==> config.mk <==
export PLATFORM = sky130hd
export DESIGN_NAME = reliable_nand_arbiter
export DESIGN_NICKNAME = d
export VERILOG_FILES = /design/src/rtl/reliable_nand_arbiter.sv
export SDC_FILE = /design/constraint.sdc
export NUM_CORES = 1
export LEC_CHECK = 0
export CAP_MARGIN = 25
export CORE_MARGIN = 2
export CORE_UTILIZATION = 65
export DETAILED_ROUTE_END_ITERATION = 16
export DONT_BUFFER_PORTS = 1
export PLACE_DENSITY = 0.78
export RECOVER_POWER = 50
export SYNTH_ARGS = -nofsm -noshare
export SYNTH_HDL_FRONTEND = slang
export SYNTH_SLANG_ARGS = --single-unit
export TNS_END_PERCENT = 1
==> constraint.sdc <==
create_clock -name clk -period 6.6 [get_ports clk]
set_input_delay 0.66 -clock clk [delete_from_list [all_inputs] [get_ports clk]]
set_output_delay 0.66 -clock clk [all_outputs]
set_load 0.02 [all_outputs]
==> src/rtl/reliable_nand_arbiter.sv <==
// Round-robin arbiter/sequencer sharing one reliable_nand datapath among R requesters.
// Optional statistics counters are enabled by defining RELIABLE_NAND_ARB_STATS_EN.
module reliable_nand_arbiter #(
  parameter int N          = 10,
  parameter int R          = 4,
  parameter int DP_LATENCY = 1,
  parameter int HI_THRESH  = 8,
  parameter int LO_THRESH  = 2
) (
  input  logic                 clk,
  input  logic                 reset,
  input  logic [R-1:0]         req_valid_i,
  input  logic [R*N-1:0]       req_x_i,
  input  logic [R*N-1:0]       req_y_i,
  output logic [R-1:0]         req_ready_o,
  input  logic                 hold_i,
  output logic [N-1:0]         dp_x_o,
  output logic [N-1:0]         dp_y_o,
  input  logic                 dp_valid_i,
  input  logic [N-1:0]         dp_z_i,
  output logic                 resp_valid_o,
  output logic [$clog2(R)-1:0] resp_id_o,
  output logic [N-1:0]         resp_z_o,
  output logic                 resp_bit_o,
  output logic                 resp_undet_o,
  output logic                 busy_o,
  output logic [15:0]          undet_count_o,
  output logic [15:0]          err_count_o
);

  localparam int          IDW  = $clog2(R);
  localparam int          PCW  = $clog2(N + 1);
  localparam int unsigned RU   = R;
  localparam int unsigned HI_U = HI_THRESH;
  localparam int unsigned LO_U = LO_THRESH;
  localparam logic [IDW-1:0] LAST_ID = IDW'(R - 1);

  typedef enum logic [1:0] {WARMUP, RUN, DRAIN, HALT} state_t;

  state_t         state, state_nxt;
  logic [IDW-1:0] ptr;
  logic           grant_any;
  logic [IDW-1:0] grant_id;
  logic [R-1:0]   grant;
  int unsigned    idx;
  logic [N-1:0]   gnt_x, gnt_y;

  logic [DP_LATENCY:0] tag_v;
  logic [IDW-1:0]      tag_id [DP_LATENCY+1];
  logic                out_v;
  logic [IDW-1:0]      out_id;

  logic [PCW-1:0] pop;
  logic           dec_bit, dec_undet;

  // Wrap-around search starting at ptr; reset also masks the grant so
  // req_ready_o is zero throughout a reset cycle.
  always_comb begin
    grant     = '0;
    grant_any = 1'b0;
    grant_id  = '0;
    idx       = 0;
    if (state == RUN && !hold_i && !reset) begin
      for (int unsigned k = 0; k < RU; k++) begin
        idx = (int'(ptr) + k) % RU;
        if (!grant_any && req_valid_i[idx[IDW-1:0]]) begin
          grant_any = 1'b1;
          grant_id  = idx[IDW-1:0];
        end
      end
    end
    if (grant_any) grant[grant_id] = 1'b1;
  end

  assign req_ready_o = grant;
  assign gnt_x       = req_x_i[int'(grant_id)*N +: N];
  assign gnt_y       = req_y_i[int'(grant_id)*N +: N];

  assign out_v  = tag_v[DP_LATENCY];
  assign out_id = tag_id[DP_LATENCY];
  assign busy_o = |tag_v;

  always_comb begin
    state_nxt = state;
    case (state)
      WARMUP:  if (dp_valid_i) state_nxt = RUN;
      RUN:     if (hold_i)     state_nxt = DRAIN;
      DRAIN:   if (!busy_o)    state_nxt = HALT;
      HALT:    if (!hold_i)    state_nxt = RUN;
      default:                 state_nxt = WARMUP;
    endcase
  end

  always_ff @(posedge clk) begin
    if (reset) begin
      state <= WARMUP;
      ptr   <= '0;
    end else begin
      state <= state_nxt;
      if (grant_any) ptr <= (grant_id == LAST_ID) ? '0 : grant_id + 1'b1;
    end
  end

  always_ff @(posedge clk) begin
    if (reset) begin
      dp_x_o <= '0;
      dp_y_o <= '0;
    end else if (grant_any) begin
      dp_x_o <= gnt_x;
      dp_y_o <= gnt_y;
    end
  end

  // Tag pipe: stage 0 aligns with dp_x_o, stage DP_LATENCY with dp_z_i.
  always_ff @(posedge clk) begin
    if (reset) begin
      tag_v <= '0;
      for (int unsigned s = 0; s <= DP_LATENCY; s++) tag_id[s] <= '0;
    end else begin
      tag_v     <= {tag_v[DP_LATENCY-1:0], grant_any};
      tag_id[0] <= grant_id;
      for (int unsigned s = 1; s <= DP_LATENCY; s++) tag_id[s] <= tag_id[s-1];
    end
  end

  always_comb begin
    pop = '0;
    for (int unsigned i = 0; i < N; i++) pop = pop + PCW'(dp_z_i[i]);
  end

  assign dec_bit   = (int'(pop) >= HI_U);
  assign dec_undet = !dec_bit && (int'(pop) > LO_U);

  always_ff @(posedge clk) begin
    if (reset) begin
      resp_valid_o <= 1'b0;
      resp_id_o    <= '0;
      resp_z_o     <= '0;
      resp_bit_o   <= 1'b0;
      resp_undet_o <= 1'b0;
    end else begin
      resp_valid_o <= out_v;
      if (out_v) begin
        resp_id_o    <= out_id;
        resp_z_o     <= dp_z_i;
        resp_bit_o   <= dec_bit;
        resp_undet_o <= dec_undet;
      end
    end
  end

`ifdef RELIABLE_NAND_ARB_STATS_EN
  logic [15:0] undet_cnt, err_cnt;

  always_ff @(posedge clk) begin
    if (reset) begin
      undet_cnt <= '0;
      err_cnt   <= '0;
    end else begin
      if (out_v && dec_undet && undet_cnt != '1) undet_cnt <= undet_cnt + 16'd1;
      if (out_v && !dp_valid_i && err_cnt != '1) err_cnt <= err_cnt + 16'd1;
    end
  end

  assign undet_count_o = undet_cnt;
  assign err_count_o   = err_cnt;
`else
  assign undet_count_o = '0;
  assign err_count_o   = '0;
`endif

endmodule
Word-level counts from Yosys, hierarchy flattened:

Memories as Yosys holds them, arrays and structs flattened. A register that Yosys moved wholly into a read port is not among the register bits.
Index checks and enable logic that the tools add are counted.

* memories: 1
* input bits: 98
* memory bits (writable): 4
* logic and storage cells: 95
* flip-flop bits (word level): 39
* output and inout port bits: 72

* equal/unequal tests: 8
* $lt $le $gt $ge: 8
* $add $sub $neg: 13
* bitwise logic cells: 2
* multiply operators: 1
* shift-type cells: 2
* reductions and logical operators: 16
* mux-type cells: 35

Memory list
* tag_id: words 2, bits a word 2, rd ports 2, clocked after memory_dff 1, write ports 2, RTL line 49 `logic [IDW-1:0] tag_id [DP_LATENCY+1];`

Operators by type and width (number)
* $shiftx A40 B32 Y10: 1
* $shiftx A40 B7 Y10: 1
* $add A4 B1 Y4: 6
* $mux W2: 12
* $mux W1: 16
* $lt A2 B3 Y1 const B: 5
* $bmux W1 S2: 4
* $ne A2 B2 Y1 const B: 4
* $pmux W2 S4: 1
* $logic_and A1 B1 Y1: 7
* $eq A2 B2 Y1 const B: 3
* $logic_not A1 Y1: 6
* $mul A2 B3 Y5 const B: 1
* $add A2 B1 Y2 const B: 2
* $add A2 B2 Y2 const B: 2
* $add A3 B1 Y4: 1
* $ge A4 B4 Y1 const B: 1
* $gt A4 B2 Y1 const B: 1
* $mux W4: 1
* $reduce_and A4 Y1: 1
* $add A2 B1 Y3: 1
* $add A1 B1 Y2: 1
* $demux W1 S2: 1
* $eq A2 B1 Y1 const B: 1
* 4 further kinds: 5

Longest topological paths before layout:

Gate-level depths: netlist of the first run.

* depth after elaboration: 21
* gate-level depth with buffers: 11
* depth with buffers taken out: 11

Least setup slack after synthesis of the first run:

Ideal clock, no wire load.

* path kind: input port to flip-flop
* from: input port dp_z_i[0]
* to: register resp_undet_o
* buffers on the path: 0
* arrival: 3.092 ns
* stages: 11
* library setup time: 0.132 ns
* setup slack: 3.375 ns
* data required time: 6.468 ns
* cells stage by stage: fa_1 -> inv_1 -> fa_1 -> fa_1 -> inv_1 -> ha_1 -> inv_1 -> fa_1 -> nor2b_1 -> o21ai_0 -> a21oi_1

* word-level cells in the longest chain between the ends: 12
* elaborated cells on any way between the ends: 13
* those cells by class: add/sub: 9; order compare: 2; reduce/logical: 2

Ends and longest elaborated chain
* start, declared: RTL line 20 `input logic [N-1:0] dp_z_i,`
* $add A1 B1 Y2 *: RTL line 128 `for (int unsigned i = 0; i < N; i++) pop = pop + PCW'(dp_z_i[i]);`
* $add A2 B1 Y3 *: RTL line 128
* $add A3 B1 Y4 *: RTL line 128
* $add A4 B1 Y4 * (6 in series): RTL line 128
* $ge A4 B4 Y1: RTL line 131 `assign dec_bit = (int'(pop) >= HI_U);`
* $logic_not A1 Y1: RTL line 132 `assign dec_undet = !dec_bit && (int'(pop) > LO_U);`
* $logic_and A1 B1 Y1 *: RTL line 132
* end signal, assigned: RTL line 147 `resp_undet_o <= dec_undet;`
* end, declared: RTL line 25 `output logic resp_undet_o,`

Every way passes the cells marked *; elsewhere a longest branch is shown, timed or not.
A chain may end at the register's enable or synchronous reset.

Worst setup path after layout of the first run:

* from: register ptr[1]
* to: output port req_ready_o[1]

* word-level cells in the longest chain between the ends: 21
* elaborated cells on any way between the ends: 36
* those cells by class: add/sub: 3; order compare: 2; mux: 24; reduce/logical: 7

Ends and longest elaborated chain
* start, declared: RTL line 41 `logic [IDW-1:0] ptr;`
* start signal, assigned: RTL line 100 `if (grant_any) ptr <= (grant_id == LAST_ID) ? '0 : grant_id + 1'b1;`
* $bmux W1 S2: RTL line 66 `if (!grant_any && req_valid_i[idx[IDW-1:0]]) begin`
* $mux W1 (not written as such): RTL line 66
* $mux W1: RTL line 66
* $mux W1: RTL line 63 `if (state == RUN && !hold_i && !reset) begin`
* $logic_not A1 Y1: RTL line 66
* $logic_and A1 B1 Y1: RTL line 66
* $mux W1: RTL line 66
* $mux W1: RTL line 63
* [6 not listed]
* $mux W2 *: RTL line 66
* $mux W2 *: RTL line 63
* net grant_id[0]: RTL line 43 `logic [IDW-1:0] grant_id;`
* $lt A2 B3 Y1 (not written as such) / $ge A2 B1 Y1 (equally long branches): RTL line 72 `if (grant_any) grant[grant_id] = 1'b1;`
* $logic_and A1 B1 Y1 (not written as such): RTL line 72
* $mux W1 (not written as such): RTL line 72
* $demux W1 S2 *: RTL line 72
* $mux W4 *: RTL line 72
* end, declared: RTL line 15 `output logic [R-1:0] req_ready_o,`

Mark *: on every way through the listed nets, which the timed path passes. The rest lies on a longest branch. The select of a mux whose other input is x is not followed.

==> results of run 1 <==
-- final timing paths --
kind / startpoint / endpoint / slack (ps) / depth (start not counted)
worst max-delay path: ptr[1] / req_ready_o[1] / 3190 / 6
worst min-delay path: reset / resp_z_o[0] / 430 / 1
worst max register to register: ptr[1] / dp_x_o[6] / 3430 / 5
worst min register to register: tag_id[0][1] / tag_id[1][1] / 450 / 1
-- area by class of cell --
cell class / instances / area share [%]
diodes: 1 / 0.0719
flip-flops and latches: 45 / 25.9
well taps: 72 / 2.59
inverters: 16 / 1.73
multi-input cells: 334 / 65.9
clock inverters: 2 / 1.01
repair buffers: 4 / 0.863
clock buffers: 5 / 1.98
-- layer usage --
metal	wire length [um]	part of all wire [%]	global-route usage, %	up-vias
met5	0	0	0	-
met2	4860	51	50.5	193
met1	3790	39	35.2	1575
li1	-	-	-	1489
met4	133	1.4	10.4	0
met3	835	8.7	8.74	16
-- Yosys cell counts (all sizes together), types with 2 or more instances --
master	count
and2	4
fa	6
nand3	21
clkbuf	15
o21ai	44
and4	20
nor2	20
a32oi	20
inv	16
nor3b	20
a21o	24
a22o	20
nand2	7
mux2i	14
nand2b	6
dfxtp	45
ha	11
nor2b	6
a21boi	2
buf	59
or2	3
a21oi	22
a31oi	20
-- power by group through the flow --
stage	clock network, uW	logic (uW)	registers [uW]
2_1_floorplan	0	333	445
3_3_place_gp	0	343	466
3_5_place_dp	0	359	468
4_1_cts	205	361	462
5_1_grt	215	405	471
6_report	200	365	463
-- critical path: stages, from the launching register on --
cell and delay, ps:
dfxtp_1 470, mux2i_1 230, o22a_2 880, nand3_1 330, inv_1 180, ha_1 150, and2_1 230
-- logic make-up (layout without fill, tap and decap cells) --
group           after synthesis  in the layout  synth area share [%]
flops                        45             45                  25.0
buf+inv                      90             27                  14.8
other cells                   1             33                 0.104
compound gates              157            157                  28.9
fa+ha+maj                    17             17                  7.15
xor+xnor                      1              1                 0.243
simple gates                113            113                  19.9
mux                          14             14                  3.89
-- per-stage QoR --
| stage | setup WS [ps] | utilization, % | cell area (um2) | hold WS [ps] |
|---|---|---|---|---|
| 2_1_floorplan | 3380 | - | 3720 | 414 |
| 3_3_place_gp | 3300 | 62.0 | 3370 | 420 |
| 3_5_place_dp | 3160 | 62.0 | 3370 | 436 |
| 4_1_cts | 3220 | 64.0 | 3480 | 422 |
| 5_1_grt | 2940 | 64.0 | 3480 | 410 |
| 6_report | 3190 | 64.0 | 3480 | 434 |
-- registers in the layout (all words and copies together), names as in the netlist --
register / count
dp_y_o: 10
tag_id: 4
resp_bit_o: 1
resp_valid_o: 1
ptr: 2
dp_x_o: 10
tag_v: 2
resp_undet_o: 1
resp_id_o: 2
state: 2
resp_z_o: 10
==> flow_summary.ini, run 1 <==
[status]
status = completed

[cts]
cts-root-buf = clkbuf_8
cts.sinks = 45
cts_hold_buf = 0
clk_latency_ps = 290
tritoncts = yes
cts_made_buffers = 5
ctsResizeCount = 0
clkTransAtPathRegs_ps = 80
clockBufferDepth = 2
cts.htree.levels = 2
post-cts-setup-buffer-count = 0

[global_routing]
grt_max_degree = 64
grt_pass1_wl_um = 14600
grt_antenna_before_repair = 1
grt_pass1_vias = 3103
overflow = 0
grt_usage_pct = 29.5

[finish]
fill_cells = 498
syn2layout_area_growth_pct = -3.44
regArea_um2 = 901
final_cells = 479
multi_input_comb_area_um2 = 2290
final_common_cell = dfxtp_1
drive_above_1_share_pct = 4.68
final_cell_mix = 45 x dfxtp_1, 44 x o21ai_0, 32 x conb_1, 24 x a21o_1, 22 x a21oi_1
nets = 521

[pwr]
sw_frac_of_total_pct = 42.3
p_leak_uw = 0.00127
internal-power_uw = 594
finalPower_uw = 1030
power.density_nw_per_um2 = 295
seqPwrFrac_pct = 45.1
switchingPower_uw = 435
ir_drop_mv = 0.135
combPwrFrac_pct = 35.5
p_clk_share_pct = 19.5

[setup_path]
required_ps = 5940
path_max_fanout = 63
critPathKind = flop to output pin
worstSetupStartpointType = flop
critPathCaptureType = output pin
crit_arrival_ps = 2750

[timing]
tightestPinTransition_ps = 1060
rsz0062_at_grt = false
clock_skew_ps = 4.77
finalCriticalPeriod_ps = 3410
min_period_over_period_pct = 51.7
slew_violations = 0
finalHoldViolCount = 0
fin_tns_setup_ps = 0
slew_headroom_pct = 29.6
fmax_mhz = 293
setup_viol = 0

[routing]
wl_um = 9630
routed_via_density = 6.83
drtIter0Drc = 214
drc_errors = 0
routedWlPerCell_um = 20.1
final_antenna_net_count = 0
vias = 3273
drt_first_pass_iters = 5

[floorplanning]
row_count = 27
start_util_pct = 66.3
coreArea_um2 = 5440
dieHeight_um = 78.5
pin_count = 170
die_area_um2 = 6160
die_w_um = 78.5

[yosys]
synth_flop_cell = dfxtp_1
syn_area_per_cell_um2 = 8.23
synthArstFlopShare_pct = 0
synth_area_um2 = 3600
syn_inst = 438
synth_area_leaders = dfxtp_1 25%, buf_4 7.7%, o21ai_0 6.1%
synth_warnings = 0
yosysTopAreaCellShare_pct = 25.0
yosys.area.top_type = dfxtp_1
synth-edff-count = 0
synth_seq_area_share_pct = 25.0
ys_ff_latch = 45
synth_cell_types = 42

[placement]
dp_hpwl_um = 6410
gp_congestion = 0.892
place_inst = 471
port_buffers = 0

[run]
cap_violations = 0

[worst_hold_path]
hp-class = input pin to flop
No activity file was read; power rests on OpenSTA's default activity.
==> run 2, diff against run 1 <==
Clock period 6.6 ns to 3.46 ns, I/O delays scaled along.
==> run 2 against run 1 <==
Compared with the run above:
- die area is the same
- clock-buffer cell count increased by 1
- clock skew rose by 2.1 ps
- critical endpoint is now req_ready_o[0]
- total power up 95%
- sequential power is 91% higher
- sequential share of layout area fell by 0.34 points
- cell count grew 1.0%
- flip-flop and latch count did not move
==> flow_summary.ini, run 2 (same netlist as run 1, synthesis figures left out) <==
[routing]
final_antenna_net_count = 0
routedWlPerCell_um = 19.2
routed_via_density = 6.65
drtIter0Drc = 268
drc_errors = 0
vias = 3218
wl_um = 9290
drt_first_pass_iters = 5

[finish]
final_cell_mix = 45 x dfxtp_1, 44 x o21ai_0, 32 x conb_1, 24 x a21o_1, 22 x a21oi_1
top_regs = dp_x_o: 10 flops, dp_y_o: 10 flops, resp_z_o: 10 flops
final_cells = 484
stdcell_area_um2 = 3530
final_common_cell = dfxtp_1
drive_above_1_share_pct = 5.84
syn2layout_area_growth_pct = -2.15
nets = 525

[timing]
fin_tns_setup_ps = 0
finalHoldViolCount = 0
min_period_over_period_pct = 83.5
slew_violations = 0
clock_skew_ps = 6.84
setup_viol = 0
slew_headroom_pct = 34.7
fmax_mhz = 346
finalCriticalPeriod_ps = 2890
rsz0062_at_grt = false
tightestPinTransition_ps = 979

[setup_path]
worstSetupStartpointType = flop
critPathKind = flop to output pin
critPathCaptureType = output pin
required_ps = 3110
crit_arrival_ps = 2540
path_max_fanout = 14

[cts]
clk_latency_ps = 300
cts_hold_buf = 0
post-cts-setup-buffer-count = 0
cts_made_buffers = 5
clockBufferDepth = 2
cts.sinks = 45
cts.htree.levels = 2
cts-root-buf = clkbuf_8
tritoncts = yes
ctsResizeCount = 0
clkTransAtPathRegs_ps = 90

[placement]
dp_hpwl_um = 6360
gp_congestion = 0.882
port_buffers = 0
placed_area_um2 = 3400
place_inst = 475

[global_routing]
grt_pass1_vias = 2982
grt_usage_pct = 29.2
grt_antenna_before_repair = 1
grt_max_degree = 50
overflow = 0
grt_pass1_wl_um = 14600

[floorplanning]
row_count = 27
start_util_pct = 66.3
coreArea_um2 = 5440
dieHeight_um = 78.5
die_w_um = 78.5
pin_count = 170
die_area_um2 = 6160

[pwr]
p_leak_uw = 0.00129
ir_drop_mv = 0.275
power.density_nw_per_um2 = 567

[run]
cap_violations = 0

[worst_hold_path]
hp-class = input pin to flop

[status]
status = completed
-- run 2: changes by cell type in the layout (fill, tap and decap cells not counted), sizes merged --
| cell | previous run | this run |
|---|---|---|
| clkinv | 1 | 0 |
| clkbuf | 5 | 6 |
| clkinvlp | 0 | 1 |
| buf | 4 | 8 |
-- run 2: per-stage QoR --
stage	setup slack, ps	hold WS (ps)	total power [uW]	util, %
3_3_place_gp	470	416	1550	62.6
3_5_place_dp	349	423	1580	62.6
2_1_floorplan	549	414	1480	-
4_1_cts	565	99.7	2000	64.8
5_1_grt	421	85.6	2130	64.8
6_report	569	104	2000	64.8
-- run 2: worst paths after layout --
check | startpoint | to | slack (ps) | depth (start not counted)
min reg2reg | tag_id[0][1] | tag_id[1][1] | 440 | 1
max | state[1] | req_ready_o[0] | 570 | 8
min | reset | resp_z_o[3] | 100 | 1
max reg2reg | ptr[1] | dp_y_o[5] | 970 | 5
-- run 2: per-layer routing --
layer | wire, um | GRT usage [%]
met1 | 3750 | 37.8
met3 | 836 | 8.16
met4 | 158 | 10.0
met2 | 4540 | 47.0
met5 | 0 | 0
-- run 2: cell type report --
cell class / count / area, um2
Timing Repair Buffer: 8 / 60.1
Multi-Input combinational cell: 334 / 2290
Tap cell: 72 / 90.1
Antenna cell: 1 / 2.50
Clock inverter: 2 / 37.5
Clock buffer: 6 / 82.6
Fill cell: 514 / 1910
Sequential cell: 45 / 901
Inverter: 16 / 60.1
-- run 2: where the power goes --
part	internal, uW	switching, uW	total (uW)	leakage, uW
Sequential	636	247	883	0.000369
Clock	235	190	425	0.0000574
Combinational	291	403	694	0.000868
Total	1160	840	2000	0.00129
-- run 2: worst max-delay path, cell delays in order, from the launching register on --
cell and delay [ps]:
dfxtp_1 350, inv_1 110, ha_1 200, or3b_1 610, buf_4 290, nor2_1 200, inv_1 100, ha_1 180
and2_1 200
==> run 3, diff against run 2 <==
Settings changed: ABC_AREA set to 1, CORE_UTILIZATION 65 to 58, PLACE_DENSITY 0.78 to 0.73.
Clock period 3.46 ns to 2.4 ns, I/O delays scaled along.
==> run 3 against run 2 <==
Compared with the run above:
- the run now ends with hold timing, setup timing left
- critical path depth up 4
- non-clock buffer count rose by 9
- global-route usage fell by 5.3 points
- flip-flop and latch count did not move
- total power up 28%
- combinational power is 48% higher
- cell count increased by 10%
- cell area is 10% lower
- via count is 13% lower
- clock skew up 3.2 ps
- hold slack worse by 110 ps
- largest cell class unchanged
- highest routed layer unchanged
==> flow_summary.ini, run 3 <==
[placement]
port_buffers = 0
dp_hpwl_um = 5340
gp_congestion = 0.853
place_inst = 522
placed_area_um2 = 3020

[yosys]
synth_most_common_cell = nand3_1
synth-edff-count = 0
syn_inst = 468
synth_seq_area_share_pct = 29.0
synth_flop_cell = dfxtp_1
synth_common_cells = 129 x nand3_1, 104 x nand2_1, 45 x dfxtp_1, 35 x inv_1, 34 x buf_4
yosysTopAreaCellShare_pct = 29.0
synth_area_leaders = dfxtp_1 29%, nand3_1 21%, nand2_1 13%
yosys.area.top_type = dfxtp_1
ys_ff_latch = 45
synth_area_um2 = 3110
synthArstFlopShare_pct = 0
syn_area_per_cell_um2 = 6.64
synth_cell_types = 26
synth_warnings = 0

[pwr]
combPwrFrac_pct = 40.2
internal-power_uw = 1400
switchingPower_uw = 1170
p_clk_share_pct = 18.7
ir_drop_mv = 0.332
seqPwrFrac_pct = 41.2
sw_frac_of_total_pct = 45.6
finalPower_uw = 2570
power.density_nw_per_um2 = 811
p_leak_uw = 0.00164

[timing]
hold_ws_ps = -4.31
clock_skew_ps = 10.0
slew_violations = 0
fmax_mhz = 395
setup_viol = 1
min_period_over_period_pct = 105
fin_tns_setup_ps = -131
rsz0062_at_grt = true
finalCriticalPeriod_ps = 2530
finalHoldViolCount = 1
setup_ws_ps = -131

[finish]
top_regs = dp_x_o: 10 flops, dp_y_o: 10 flops, resp_z_o: 10 flops
drive_above_1_share_pct = 8.41
stdcell_area_um2 = 3170
final_cells = 534
syn2layout_area_growth_pct = 2.01
final_common_cell = nand3_1
nets = 578
diodes = 0
final_cell_mix = 129 x nand3_1, 104 x nand2_1, 44 x dfxtp_1, 34 x inv_1, 33 x nor2_1
fill_cells = 524

[setup_path]
crit_chain = fa_1 -> inv_1 -> fa_1 -> fa_1 -> inv_1 -> ha_2 -> inv_2 -> fa_2 -> xor2_1 -> o21ai_1 -> nand3_1 -> a21oi_1
path_max_fanout = 2
crit_arrival_ps = 2770
critPathKind = input pin to flop
slowest_delay_ps = 520
required_ps = 2640
reg2reg_depth = 14
r2r_slack_ps = 370
worstSetupStartpointType = input pin
cp_common_cell = fa_1
critPathCaptureType = flop
slowest_stage = fa_1

[floorplanning]
coreArea_um2 = 5140
start_util_pct = 60.5
row_count = 26
die_w_um = 77.2
pin_count = 170
die_area_um2 = 5960
dieHeight_um = 77.2

[global_routing]
grt_pass1_vias = 2618
grt_pass1_wl_um = 11800
grt_usage_pct = 24.0
grt_max_degree = 55
overflow = 0
grt_antenna_before_repair = 0

[routing]
routed_via_density = 5.23
wl_um = 7030
drt_first_pass_iters = 4
final_antenna_net_count = 0
routedWlPerCell_um = 13.2
drc_errors = 0
drtIter0Drc = 111
vias = 2794

[cts]
clockBufferDepth = 2
cts.htree.levels = 2
cts-root-buf = clkbuf_8
cts_made_buffers = 5
clkTransAtPathRegs_ps = 100
cts.sinks = 45
clk_latency_ps = 300
post-cts-setup-buffer-count = 0
cts_hold_buf = 4
tritoncts = yes

[worst_hold_path]
hp-class = input pin to flop
hold_depth = 1

[run]
cap_violations = 0

[status]
status = finished with violations
violations = hold timing, setup timing
## run 3: worst max-delay path: cells and delay by family
family          cells  cell delay [ps]
compound gates      2              200
xor+xnor            1              150
fa+ha+maj           5             1940
buf+inv             3              160
simple gates        1               70
## run 3: metrics by stage
| stage | utilization [%] | setup slack (ps) |
|---|---|---|
| floorplan | - | -378 |
| global placement | 58.8 | -440 |
| detailed placement | 58.8 | -493 |
| CTS | 61.5 | -123 |
| global route | 61.7 | -205 |
| finish | 61.7 | -131 |
## run 3: power groups by stage
| stage | combinational, uW | clock [uW] | sequential (uW) |
|---|---|---|---|
| after floorplan | 925 | 0 | 1030 |
| after global placement | 980 | 0 | 1070 |
| after detailed placement | 1010 | 0 | 1080 |
| after CTS | 1030 | 492 | 1060 |
| after global routing | 1180 | 529 | 1070 |
| final | 1030 | 480 | 1060 |
## run 3: repair_timing
| action | CTS | global route |
|---|---|---|
| resized for setup | 4 | 3 |
| hold endpoints to repair | 6 | 2 |
| pin swaps | 1 | 1 |
| cloned | 0 | 0 |
| setup endpoints to repair | 5 | 6 |
## run 3: metal layers
layer	up-vias	global-route usage, %	share of wire, %
met1	1227	30.3	42
met5	-	0	0
met2	131	41.5	50
met4	0	6.43	1.1
met3	6	4.82	6.8
li1	1430	-	-
## run 3: layout make-up
cell class	instances	area, um2	area share, %
Multi-Input combinational cell	351	1770	55.9
Inverter	43	166	5.25
Timing Repair Buffer	17	150	4.74
Clock buffer	5	68.8	2.17
Sequential cell	45	905	28.5
Clock inverter	3	21.3	0.671
Tap cell	70	87.6	2.76
## run 3: kinds of logic after synthesis
logic type | after synthesis | share of synthesized area, %
AND/OR/NAND/NOR | 275 | 40.0
buffers and inverters | 103 | 18.1
adder cells (fa/ha/maj) | 17 | 8.29
XOR/XNOR | 1 | 0.282
flip-flops | 45 | 29.0
other | 1 | 0.121
AO/OA/AOI/OAI | 26 | 4.27
## run 3: worst paths after layout
check | startpoint | to
worst max-delay path | dp_z_i[5] | resp_undet_o
worst min-delay path | reset | resp_undet_o
worst max register to register | ptr[0] | dp_y_o[6]
worst min register to register | tag_id[1][1] | resp_id_o[1]
